==> src/rtl/stall_ctrl_pkg.sv <==
// rtl/stall_ctrl_pkg.sv - shared types and constants for the stall controller
// Contents: FSM state enum, default opcode encodings, stall-count register width.
package stall_ctrl_pkg;

  // Width of the stall down-counter; stall parameters range 0..15.
  localparam int CNT_W = 4;

  // Default opcode encodings (top 5 bits of the instruction word).
  localparam logic [4:0] OPC_JMP_DEF = 5'b10100;
  localparam logic [4:0] OPC_LD_DEF  = 5'b10001;
  localparam logic [4:0] OPC_HLT_DEF = 5'b11110;

  typedef enum logic [1:0] {
    ST_IDLE   = 2'd0,
    ST_JSTALL = 2'd1,
    ST_LSTALL = 2'd2,
    ST_HALT   = 2'd3
  } state_e;

endpackage

==> src/rtl/stall_control_unit_counter.sv <==
// rtl/stall_control_unit_counter.sv - loadable down-counter timing jump/load stalls
// Ports: clk, rst (async, active-high), load_i/load_val_i (load), dec_i (decrement),
//        zero_o (count is zero).
module stall_counter
  import stall_ctrl_pkg::*;
(
  input  logic             clk,
  input  logic             rst,
  input  logic             load_i,
  input  logic [CNT_W-1:0] load_val_i,
  input  logic             dec_i,
  output logic             zero_o
);

  logic [CNT_W-1:0] count_q;
  logic [CNT_W-1:0] count_d;

  // Load wins over decrement; decrement stops at zero so a stray dec never wraps.
  always_comb begin
    count_d = count_q;
    if (load_i) begin
      count_d = load_val_i;
    end else if (dec_i && (count_q != '0)) begin
      count_d = count_q - CNT_W'(1);
    end
  end

  always_ff @(posedge clk or posedge rst) begin
    if (rst) begin
      count_q <= '0;
    end else begin
      count_q <= count_d;
    end
  end

  assign zero_o = (count_q == '0);

endmodule

==> src/rtl/stall_control_unit.sv <==
// rtl/stall_control_unit.sv - opcode-driven pipeline stall controller with perf counter
// Ports: clk, reset (async, active-high), ins_pm (fetched instruction),
//        ext_stall (external hold request), stall (pipeline hold),
//        stall_pm (PC/fetch hold, stall delayed one cycle), halted (in HALT),
//        stall_cycles (saturating count of stalled cycles).
module stall_control_unit
  import stall_ctrl_pkg::*;
#(
  parameter int                 INSTR_W   = 20,
  parameter int                 OPC_W     = 5,
  parameter logic [OPC_W-1:0]   OPC_JMP   = OPC_JMP_DEF,
  parameter logic [OPC_W-1:0]   OPC_LD    = OPC_LD_DEF,
  parameter logic [OPC_W-1:0]   OPC_HLT   = OPC_HLT_DEF,
  parameter int                 JMP_STALL = 2,
  parameter int                 LD_STALL  = 1,
  parameter int                 PERF_W    = 16
) (
  input  logic               clk,
  input  logic               reset,
  input  logic [INSTR_W-1:0] ins_pm,
  input  logic               ext_stall,
  output logic               stall,
  output logic               stall_pm,
  output logic               halted,
  output logic [PERF_W-1:0]  stall_cycles
);

  // The counter holds "cycles remaining after this one", so it loads N-1.
  localparam logic [CNT_W-1:0] JMP_LOAD = (JMP_STALL > 0) ? CNT_W'(JMP_STALL - 1) : '0;
  localparam logic [CNT_W-1:0] LD_LOAD  = (LD_STALL > 0)  ? CNT_W'(LD_STALL - 1)  : '0;
  localparam logic [PERF_W-1:0] PERF_MAX = '1;

  state_e            state_q;
  state_e            state_d;
  logic              stall_pm_q;
  logic              stall_pm_d;
  logic [PERF_W-1:0] perf_q;
  logic [PERF_W-1:0] perf_d;

  logic              cnt_load;
  logic [CNT_W-1:0]  cnt_load_val;
  logic              cnt_dec;
  logic              cnt_zero;

  logic [OPC_W-1:0]  opc;
  logic              unused_ins_low;

  assign opc            = ins_pm[INSTR_W-1 -: OPC_W];
  assign unused_ins_low = ^ins_pm[INSTR_W-OPC_W-1:0];

  stall_counter u_counter (
    .clk        (clk),
    .rst        (reset),
    .load_i     (cnt_load),
    .load_val_i (cnt_load_val),
    .dec_i      (cnt_dec),
    .zero_o     (cnt_zero)
  );

  // Decode only from IDLE with no external hold; stall states run to completion
  // regardless of ext_stall, and an instruction on the returning edge is dropped.
  always_comb begin
    state_d      = state_q;
    cnt_load     = 1'b0;
    cnt_load_val = '0;
    cnt_dec      = 1'b0;
    case (state_q)
      ST_IDLE: begin
        if (!ext_stall) begin
          if (opc == OPC_HLT) begin
            state_d = ST_HALT;
          end else if ((opc == OPC_JMP) && (JMP_STALL > 0)) begin
            state_d      = ST_JSTALL;
            cnt_load     = 1'b1;
            cnt_load_val = JMP_LOAD;
          end else if ((opc == OPC_LD) && (LD_STALL > 0)) begin
            state_d      = ST_LSTALL;
            cnt_load     = 1'b1;
            cnt_load_val = LD_LOAD;
          end
        end
      end
      ST_JSTALL, ST_LSTALL: begin
        if (cnt_zero) begin
          state_d = ST_IDLE;
        end else begin
          cnt_dec = 1'b1;
        end
      end
      ST_HALT: begin
        state_d = ST_HALT;
      end
      default: begin
        state_d = ST_IDLE;
      end
    endcase
  end

  // Reset gates stall directly so it drops the instant reset rises.
  assign stall  = !reset && ((state_q != ST_IDLE) || ext_stall);
  assign halted = (state_q == ST_HALT);

  always_comb begin
    stall_pm_d = stall;
    perf_d     = perf_q;
    if (stall && (perf_q != PERF_MAX)) begin
      perf_d = perf_q + PERF_W'(1);
    end
  end

  always_ff @(posedge clk or posedge reset) begin
    if (reset) begin
      state_q    <= ST_IDLE;
      stall_pm_q <= 1'b0;
      perf_q     <= '0;
    end else begin
      state_q    <= state_d;
      stall_pm_q <= stall_pm_d;
      perf_q     <= perf_d;
    end
  end

  assign stall_pm     = stall_pm_q;
  assign stall_cycles = perf_q;

endmodule

==> config.mk <==
export PLATFORM = sky130hd
export DESIGN_NAME = stall_control_unit
export DESIGN_NICKNAME = d
export VERILOG_FILES = /design/src/rtl/stall_ctrl_pkg.sv /design/src/rtl/stall_control_unit_counter.sv /design/src/rtl/stall_control_unit.sv
export SDC_FILE = /design/constraint.sdc
export NUM_CORES = 1
export LEC_CHECK = 0
export CAP_MARGIN = 40
export CORE_MARGIN = 1.5
export CORE_UTILIZATION = 32
export CTS_CLUSTER_DIAMETER = 150
export DETAILED_ROUTE_END_ITERATION = 12
export PLACE_DENSITY = 0.62
export SETUP_SLACK_MARGIN = 0.05
export SLEW_MARGIN = 25
export SYNTH_ARGS = -nofsm -noshare
export SYNTH_HDL_FRONTEND = slang
export SYNTH_SLANG_ARGS = --single-unit
==> constraint.sdc <==
create_clock -name clk -period 5.1 [get_ports clk]
set_input_delay 0.765 -clock clk [delete_from_list [all_inputs] [get_ports clk]]
set_output_delay 0.765 -clock clk [all_outputs]
set_load 0.02 [all_outputs]
==> metrics.md, run 1 <==
| Metric | Value |
|---|---|
| Mapped Nets | 156 |
| Status | completed |
| CTS tree | yes |
| Number of global-route vias before repair | 1095 |
| # DRC | 0 |
| Nets | 185 |
| Rel. slew slack | 54.2% |
| Post_cts resized | 0 |
| Register bit total from synthesis | 23 |
| Slack of the critical path | 1650 ps |
| RSZ-0062 raised after global routing | false |
| Final setup violation count | 0 |
| Chip Height | 68.0 um |
| Share of power burned in registers | 39.2% |
| First-pass DRT Iterations | 4 |
| Post-synth ARST share | 100% |
| Period minus WS final | 3450 ps |
| Crit path max fanout | 9 |
| Lkg Pwr | 0.722 nW |
| Die ar. | 4630 um2 |
| Share of cells above drive strength 1 | 9.55% |
| GRT Residual Overflow | 0 |
| Sequential cell area | 576 um2 |
| Clock Skew | 1.69 ps |
| Max frequency | 290 MHz |
| Io pins | 42 |
| Startpoint of the worst hold path | stall_cycles[13] |
| ANT nets after route | 0 |
| Worst EP arrival | 2680 ps |
| Core area | 4030 um2 |
| Syn Area/Cell | 10.5 um2 |
| Routed wire per std cell | 13.5 um |
| Internal | 470 uW |
| PortBufs | 26 |
| Area grow syn2layout | 27.4% |
| Area of the multi-input gates | 722 um2 |
| Worst-path clk slew | 80 ps |
| CP Launch Point | ext_stall |
| Sequential-to-total area share from yosys stat | 42.5% |
| Pwr dens | 451 nW/um2 |
| Fill count | 407 |
| Sw Ratio | 39.6% |
| Required @ worst endpoint | 4340 ps |
| CTS H-tree depth | 1 |
| Synth cell types | 42 |
| Comb pwr share | 46.4% |
| Clock share of power | 14.4% |
| Largest net degree at the start of global routing | 18 |
| CTS sink cnt | 23 |
| Final Core Density | 42.8% |
| Average vias per placed instance | 5.16 |
| Ant diodes | 0 |
| R2r startpoint | state_q[0] |
| Hpwl dp | 2100 um |
| Number of max-cap violations | 0 |
| Pre-CTS setup slack | 1650 ps |
| Total track usage | 13.6% |
| Main synth FF type | dfrtp_1 |
| EDFF count, synth | 0 |
| Net Switching | 308 uW |
| Die Wd | 68.0 um |
| Clk root buf | clkbuf_8 |
| Postcts setup bufs | 0 |
| Hold WC Path Type | reg2reg |
| Routability cong. | 0.771 |
| Pins Over Slew Limit | 0 |
| Via count | 1069 |
| Yosys Warn Count | 0 |
| Cells after Synth | 129 |
| Area of the mapped netlist | 1350 um2 |
| Count of final hold-check violations | 0 |
| Longest Clk Path Bufs | 2 |
| First-pass GRT wire length | 4880 um |
| Initial antenna violation count | 0 |
| Num CTS Buffers | 3 |
| Starting Density | 33.6% |
| Total Wirelength | 2800 um |
| Hold_buf cts | 0 |
| Critical path class | in2out |
| Worst slew pin tran | 682 ps |
| Clk Latency, worst-skew pair | 260 ps |
| CP endpoint kind | output port |
| Site row count | 23 |
| Period utilization | 67.6% |
| Final setup TNS | 0 ps |
| Peak supply drop | 0.000240 V |
| DRT iter0 DRCs | 36 |
| Setup crit start kind | primary input |
[power groups by stage]
| stage | Sequential, mW | Clock [mW] | Combinational, mW |
|---|---|---|---|
| 3_3_place_gp | 0.303 | 0 | 0.351 |
| 2_1_floorplan | 0.337 | 0 | 0.209 |
| 3_5_place_dp | 0.307 | 0 | 0.364 |
| 6_report | 0.305 | 0.112 | 0.361 |
| 5_1_grt | 0.318 | 0.125 | 0.405 |
| 4_1_cts | 0.305 | 0.116 | 0.366 |
[layout make-up]
cell class | instances | area share [%]
clock buffer | 3 | 2.39
inverter | 8 | 1.74
clock inverter | 1 | 0.290
timing repair buffer | 27 | 16.7
tap | 50 | 3.63
sequential | 23 | 33.4
multi-input combinational | 95 | 41.9
[critical path: stages]
cell and delay, ps:
clkdlybuf4s50_1 510, nor2b_4 150, or2_0 480, inv_1 200, clkdlybuf4s50_1 590
[cell families after synthesis]
family	synth area share, %
xor gates and xnor gates	10.3
and+or+nand+nor	26.3
muxes	3.14
adders and majority gates	3.70
buffers and inverters	4.16
AOI/OAI and AO/OA	9.89
DFF	42.5
[path summary, 6_finish.rpt]
kind / to / slack, ps / cells after the start
max: stall / 1650 / 5
min: stall_cycles[13] / 500 / 1
max reg2reg: stall_cycles[5] / 2940 / 6
min reg2reg: stall_cycles[13] / 500 / 1
max in group asynchronous: stall_cycles[7] / 3880 / 3
min in group asynchronous: stall_cycles[8] / 830 / 2
[cell usage after synthesis, types with 2 or more instances]
master,count,area [um2]
xnor2_1,4,35.0
nand2b_1,2,12.5
nand3b_1,2,15.0
nand3_1,3,15.0
nor3_1,4,20.0
a31oi_1,4,25.0
nor2b_1,2,12.5
nor2_1,5,18.8
xor2_1,10,87.6
nor4b_1,2,17.5
and3_1,4,25.0
nor3b_1,3,22.5
buf_6,2,22.5
dfrtp_1,23,576
inv_1,8,30.0
and4_1,4,35.0
nand2_1,8,30.0
mux2i_1,2,20.0
a21oi_1,3,15.0
nand4_1,6,37.5
mux2_2,2,22.5
ha_1,4,50.1
and2_1,3,18.8
[through the flow]
step                area, um2  hold slack, ps  instances  power (mW)
floorplan                1350             516        129       0.546
global placement         1650             477        202       0.654
detailed placement       1680             481        203       0.671
CTS                      1720             500        207       0.787
global route             1720             535        207       0.848
finish                   1720             498        207       0.778
[layer usage]
metal,global-route usage [%],up-vias,share of wire [%]
met1,18.6,519,47
met5,0,-,0
met2,22.7,19,49
met3,1.48,2,3.7
met4,3.75,0,0.50
li1,-,529,-
[placed cells by master (no fill, tap or decap), types with 3 or more instances in the layout]
master,count
clkdlybuf4s50_1,26
dfrtp_1,23
xor2_1,10
inv_1,8
nand2_1,8
nand4_1,6
nor2_1,5
and4_1,4
and3_1,4
nor3_1,4
xnor2_1,4
a31oi_1,4
ha_1,4
and2_1,3
nor3b_1,3
a21oi_1,3
nand3_1,3
clkbuf_8,3
[sequential cells by signal (all words and copies together) (netlist names)]
register and count:
stall_cycles 16, u_counter.count_q 4, state_q 2, stall_pm 1
Power figures use the tool's default switching activity.
==> inputs of run 2 (changes only) <==
PLACE_DENSITY = 0.65   (was 0.62)
clock period = 3.1 ns   (was 5.1 ns; I/O delays follow)
==> metrics.md, run 2 (synthesis results as in run 1) <==
| Metric | Value |
|---|---|
| Via count | 1066 |
| Site row count | 23 |
| Lkg Pwr | 0.722 nW |
| CTS sink cnt | 23 |
| Routed wire per std cell | 13.3 um |
| Period utilization | 84.8% |
| First-pass DRT Iterations | 4 |
| Pins Over Slew Limit | 0 |
| Core area | 4030 um2 |
| Top Usage Layer GRT | met2 |
| Peak supply drop | 0.000350 V |
| Total track usage | 12.5% |
| Crit path max fanout | 10 |
| PortBufs | 26 |
| Final Power | 1.28 mW |
| Setup crit start kind | register |
| CP endpoint kind | output port |
| Pwr dens | 745 nW/um2 |
| Number of global-route vias before repair | 1017 |
| First-pass GRT wire length | 4530 um |
| Crit-path max cell delay | 620 ps |
| Worst slew pin tran | 717 ps |
| Postcts setup bufs | 0 |
| Routability cong. | 0.860 |
| Required @ worst endpoint | 2630 ps |
| Total Wirelength | 2770 um |
| Max reg flops | 16 |
| Worst-path clk slew | 80 ps |
| Slowest cell on the critical path | clkdlybuf4s50_1 |
| Post-Layout Cell Count | 208 |
| Cells after DPL | 204 |
| Clk Latency, worst-skew pair | 250 ps |
| Final setup violation count | 0 |
| Area grow syn2layout | 27.0% |
| Nets | 186 |
| Most frequent cells in the layout | 26 x clkdlybuf4s50_1, 23 x dfrtp_1, 10 x xor2_1 |
| ANT nets after route | 0 |
| Number of max-cap violations | 0 |
| DRT iter0 DRCs | 31 |
| Final Core Density | 42.7% |
| Period minus WS final | 2630 ps |
| Chip Height | 68.0 um |
| RSZ-0062 raised after global routing | false |
| Worst hold margin | 496 ps |
| Hold WC Path Type | reg2reg |
| Share of cells above drive strength 1 | 10.1% |
| Num CTS Buffers | 3 |
| Worst-path cell chain | inv_1 -> ha_1 -> nor2b_4 -> or2_0 -> inv_1 -> clkdlybuf4s50_1 |
| Die ar. | 4630 um2 |
| Max frequency | 381 MHz |
| Rel. slew slack | 51.5% |
| Grt met3 use | 0.987% |
| Clk root buf | clkbuf_8 |
| Worst EP arrival | 2160 ps |
| Io pins | 42 |
| Most common cell on crit path | inv_1 |
| Met1 Usage GRT | 17.0% |
| Ant diodes | 0 |
| Hold_buf cts | 0 |
| Hpwl dp | 2150 um |
| CTS tree | yes |
| CTS H-tree depth | 1 |
| Final setup TNS | 0 ps |
| Most common cell after layout, fill and taps aside | clkdlybuf4s50_1 |
| M2 GR Usage | 21.8% |
| Clock Skew | 1.55 ps |
| GRT Residual Overflow | 0 |
| Count of final hold-check violations | 0 |
| Die Wd | 68.0 um |
| Fill count | 407 |
| Status | completed |
| # DRC | 0 |
| Starting Density | 33.6% |
| Longest Clk Path Bufs | 2 |
| Average vias per placed instance | 5.13 |
| Largest net degree at the start of global routing | 14 |
| Post_cts resized | 0 |
| Critical path class | reg2out |
| Initial antenna violation count | 0 |
## run 2: cell count changes in the layout (fill, tap and decap cells not counted)
cell | previous run | this run
buf_16 | 1 | 0
buf_8 | 0 | 1
buf_4 | 0 | 1
## run 2: power by group
part	switching, mW	internal [mW]
Sequential	0.110	0.393
Combinational	0.305	0.293
Clock	0.0917	0.0894
## run 2: critical path, delay by kind of cell (launching register included)
kind                       cells  cell delay (ps)
DFF                            1              380
buffers and inverters          3              820
adders and majority gates      1              310
and+or+nand+nor                2              390
## run 2: layout make-up
type	instances	area, um2	area share, %
multi-input cells	95	722	42.0
flip-flops and latches	23	576	33.5
repair buffers	28	283	16.4
well taps	50	62.6	3.64
clock buffers	3	41.3	2.40
inverters	8	30.0	1.75
clock inverters	1	5.00	0.291
## run 2: routing by layer
metal / routed length (um) / part of all wire, %
met1: 1350 / 49
met2: 1300 / 47
met3: 112 / 4.0
met4: 0 / 0
met5: 0 / 0
## run 2: through the flow
step                      setup slack [ps]  cell area [um2]
final                                  473             1720
after global routing                   387             1720
after CTS                              469             1720
after detailed placement               562             1670
after global placement                 555             1660
after floorplan                       1180             1350
## run 2: final timing paths
path / startpoint / end / slack, ps / cells after the start
worst max register to register: state_q[0] / stall_cycles[5] / 1030 / 7
worst min-delay path: stall_cycles[13] / stall_cycles[13] / 500 / 1
worst min register to register: stall_cycles[13] / stall_cycles[13] / 500 / 1
min in group asynchronous: reset / stall_cycles[6] / 560 / 2
max in group asynchronous: reset / stall_cycles[4] / 2110 / 3
worst max-delay path: state_q[0] / stall / 470 / 6
==> inputs of run 3 (changes only) <==
clock period = 2.3 ns   (was 3.1 ns; I/O delays follow)
==> metrics.md, run 3 (synthesis results as in run 1) <==
| Metric | Value |
|---|---|
| Die Wd | 68.0 um |
| CTS tree | yes |
| Comb pwr share | 47.2% |
| CTS H-tree depth | 1 |
| Design area | 1750 um2 |
| Chip Height | 68.0 um |
| Largest net degree at the start of global routing | 24 |
| Number of global-route vias before repair | 1132 |
| Setup crit start kind | register |
| R2r startpoint | state_q[0] |
| Lkg Pwr | 0.744 nW |
| Nets | 191 |
| R2R cell count | 7 |
| Site row count | 23 |
| Required @ worst endpoint | 1960 ps |
| Number of max-cap violations | 0 |
| Pwr dens | 997 nW/um2 |
| Crit Reg-Reg Endpoint | stall_cycles[5] |
| Area grow syn2layout | 29.0% |
| First-pass GRT wire length | 4770 um |
| # DRC | 0 |
| Share of power burned in registers | 39.0% |
| Ant diodes | 0 |
| Area of placed instances | 1700 um2 |
| Crit path to | stall |
| Clock share of power | 13.8% |
| Period utilization | 90.6% |
| Max frequency | 480 MHz |
| Fill count | 386 |
| Count of final hold-check violations | 0 |
| Sw Ratio | 39.2% |
| Worst slew pin tran | 348 ps |
| Routability cong. | 0.888 |
| Longest Clk Path Bufs | 2 |
| Critical path class | reg2out |
| PortBufs | 26 |
| Peak supply drop | 0.000407 V |
| Internal | 1.06 mW |
| CP Launch Point | state_q[0] |
| Total track usage | 13.0% |
| Io pins | 42 |
| Share of cells above drive strength 1 | 12.3% |
| Average vias per placed instance | 5.14 |
| Final setup violation count | 0 |
| Starting Density | 33.6% |
| Rel. slew slack | 76.6% |
| RSZ-0062 raised after global routing | false |
| Total Wirelength | 2880 um |
| Period minus WS final | 2080 ps |
| Clock Skew | 5.49 ps |
| Internal reg-to-reg setup slack | 330 ps |
| Clk root buf | clkbuf_8 |
| Die ar. | 4630 um2 |
| ANT nets after route | 0 |
| First-pass DRT Iterations | 4 |
| Max reg flops | 16 |
| DRT iter0 DRCs | 33 |
| Final setup TNS | 0 ps |
| Clk Latency, worst-skew pair | 260 ps |
| Worst-path clk slew | 80 ps |
| Net Switching | 683 uW |
| CP endpoint kind | output port |
| Via count | 1094 |
| Routed wire per std cell | 13.5 um |
| Worst hold margin | 477 ps |
| Most frequent cells in the layout | 25 x clkdlybuf4s50_1, 23 x dfrtp_1, 10 x xor2_1 |
| Status | completed |
| Num CTS Buffers | 3 |
| Most common cell after layout, fill and taps aside | clkdlybuf4s50_1 |
| Pins Over Slew Limit | 0 |
| Core area | 4030 um2 |
| CTS sink cnt | 23 |
| Crit path max fanout | 3 |
| Initial antenna violation count | 0 |
| Hold WC Path Type | in2async |
| Worst EP arrival | 1740 ps |
| GRT Residual Overflow | 0 |
| Hpwl dp | 2190 um |
| Final Power | 1.74 mW |
[run 3: changes by cell type in the layout (fill, tap and decap cells not counted), sizes merged]
cell	previous run	this run
clkdlybuf4s50	26	25
clkbuf	3	4
buf	2	7
dlygate4sd2	0	1
clkinv	1	0
[run 3: routing by layer]
layer  wire (um)  vias up  track usage [%]  share of wire [%]
li1            -      535                -                  -
met1        1390      531             17.0                 48
met2        1360       26             23.2                 47
met3         110        2             1.15                3.8
met4          17        0             3.00               0.59
met5           0        -                0                  0
[run 3: repair_timing]
item,in CTS,in global routing
hold buffers,0,0
setup endpoints to repair,1,0
gates resized for setup,1,0
buffers inserted,0,0
[run 3: worst min-delay path by stage]
stage | from | endpoint | slack (ps)
after floorplan | reset | stall_cycles[0] | 350
after global placement | stall_cycles[13] | stall_cycles[13] | 480
after detailed placement | stall_cycles[13] | stall_cycles[13] | 480
after CTS | reset | state_q[0] | 490
after global routing | reset | state_q[0] | 530
final | reset | state_q[0] | 480
[run 3: power by group through the flow]
| stage | Sequential (mW) | Clock (mW) | Combinational [mW] |
|---|---|---|---|
| 2_1_floorplan | 0.747 | 0 | 0.464 |
| 3_3_place_gp | 0.673 | 0 | 0.801 |
| 3_5_place_dp | 0.685 | 0 | 0.829 |
| 4_1_cts | 0.678 | 0.253 | 0.833 |
| 5_1_grt | 0.699 | 0.267 | 0.911 |
| 6_report | 0.679 | 0.241 | 0.822 |
[run 3: critical path, stage by stage (launching register included)]
cell and delay (ps):
dfrtp_1 390, inv_1 70, ha_1 220, nor2b_4 130, or2_0 230, inv_1 100, dlygate4sd2_1 340
[run 3: layout make-up]
class                   count  area [um2]  share of cell area, %
clock buffers               4        45.0                   2.58
inverters                   8        30.0                   1.72
multi-input cells          95         722                   41.3
flip-flops and latches     23         576                   33.0
well taps                  50        62.6                   3.58
repair buffers             33         312                   17.8
[run 3: stage by stage]
step                      setup WS [ps]  util (%)  std cells
final                               216      43.4        213
after global routing                151      43.4        213
after CTS                           218      43.4        213
after detailed placement           91.2      42.3        209
after global placement             82.1      42.3        209
after floorplan                     378         -        129
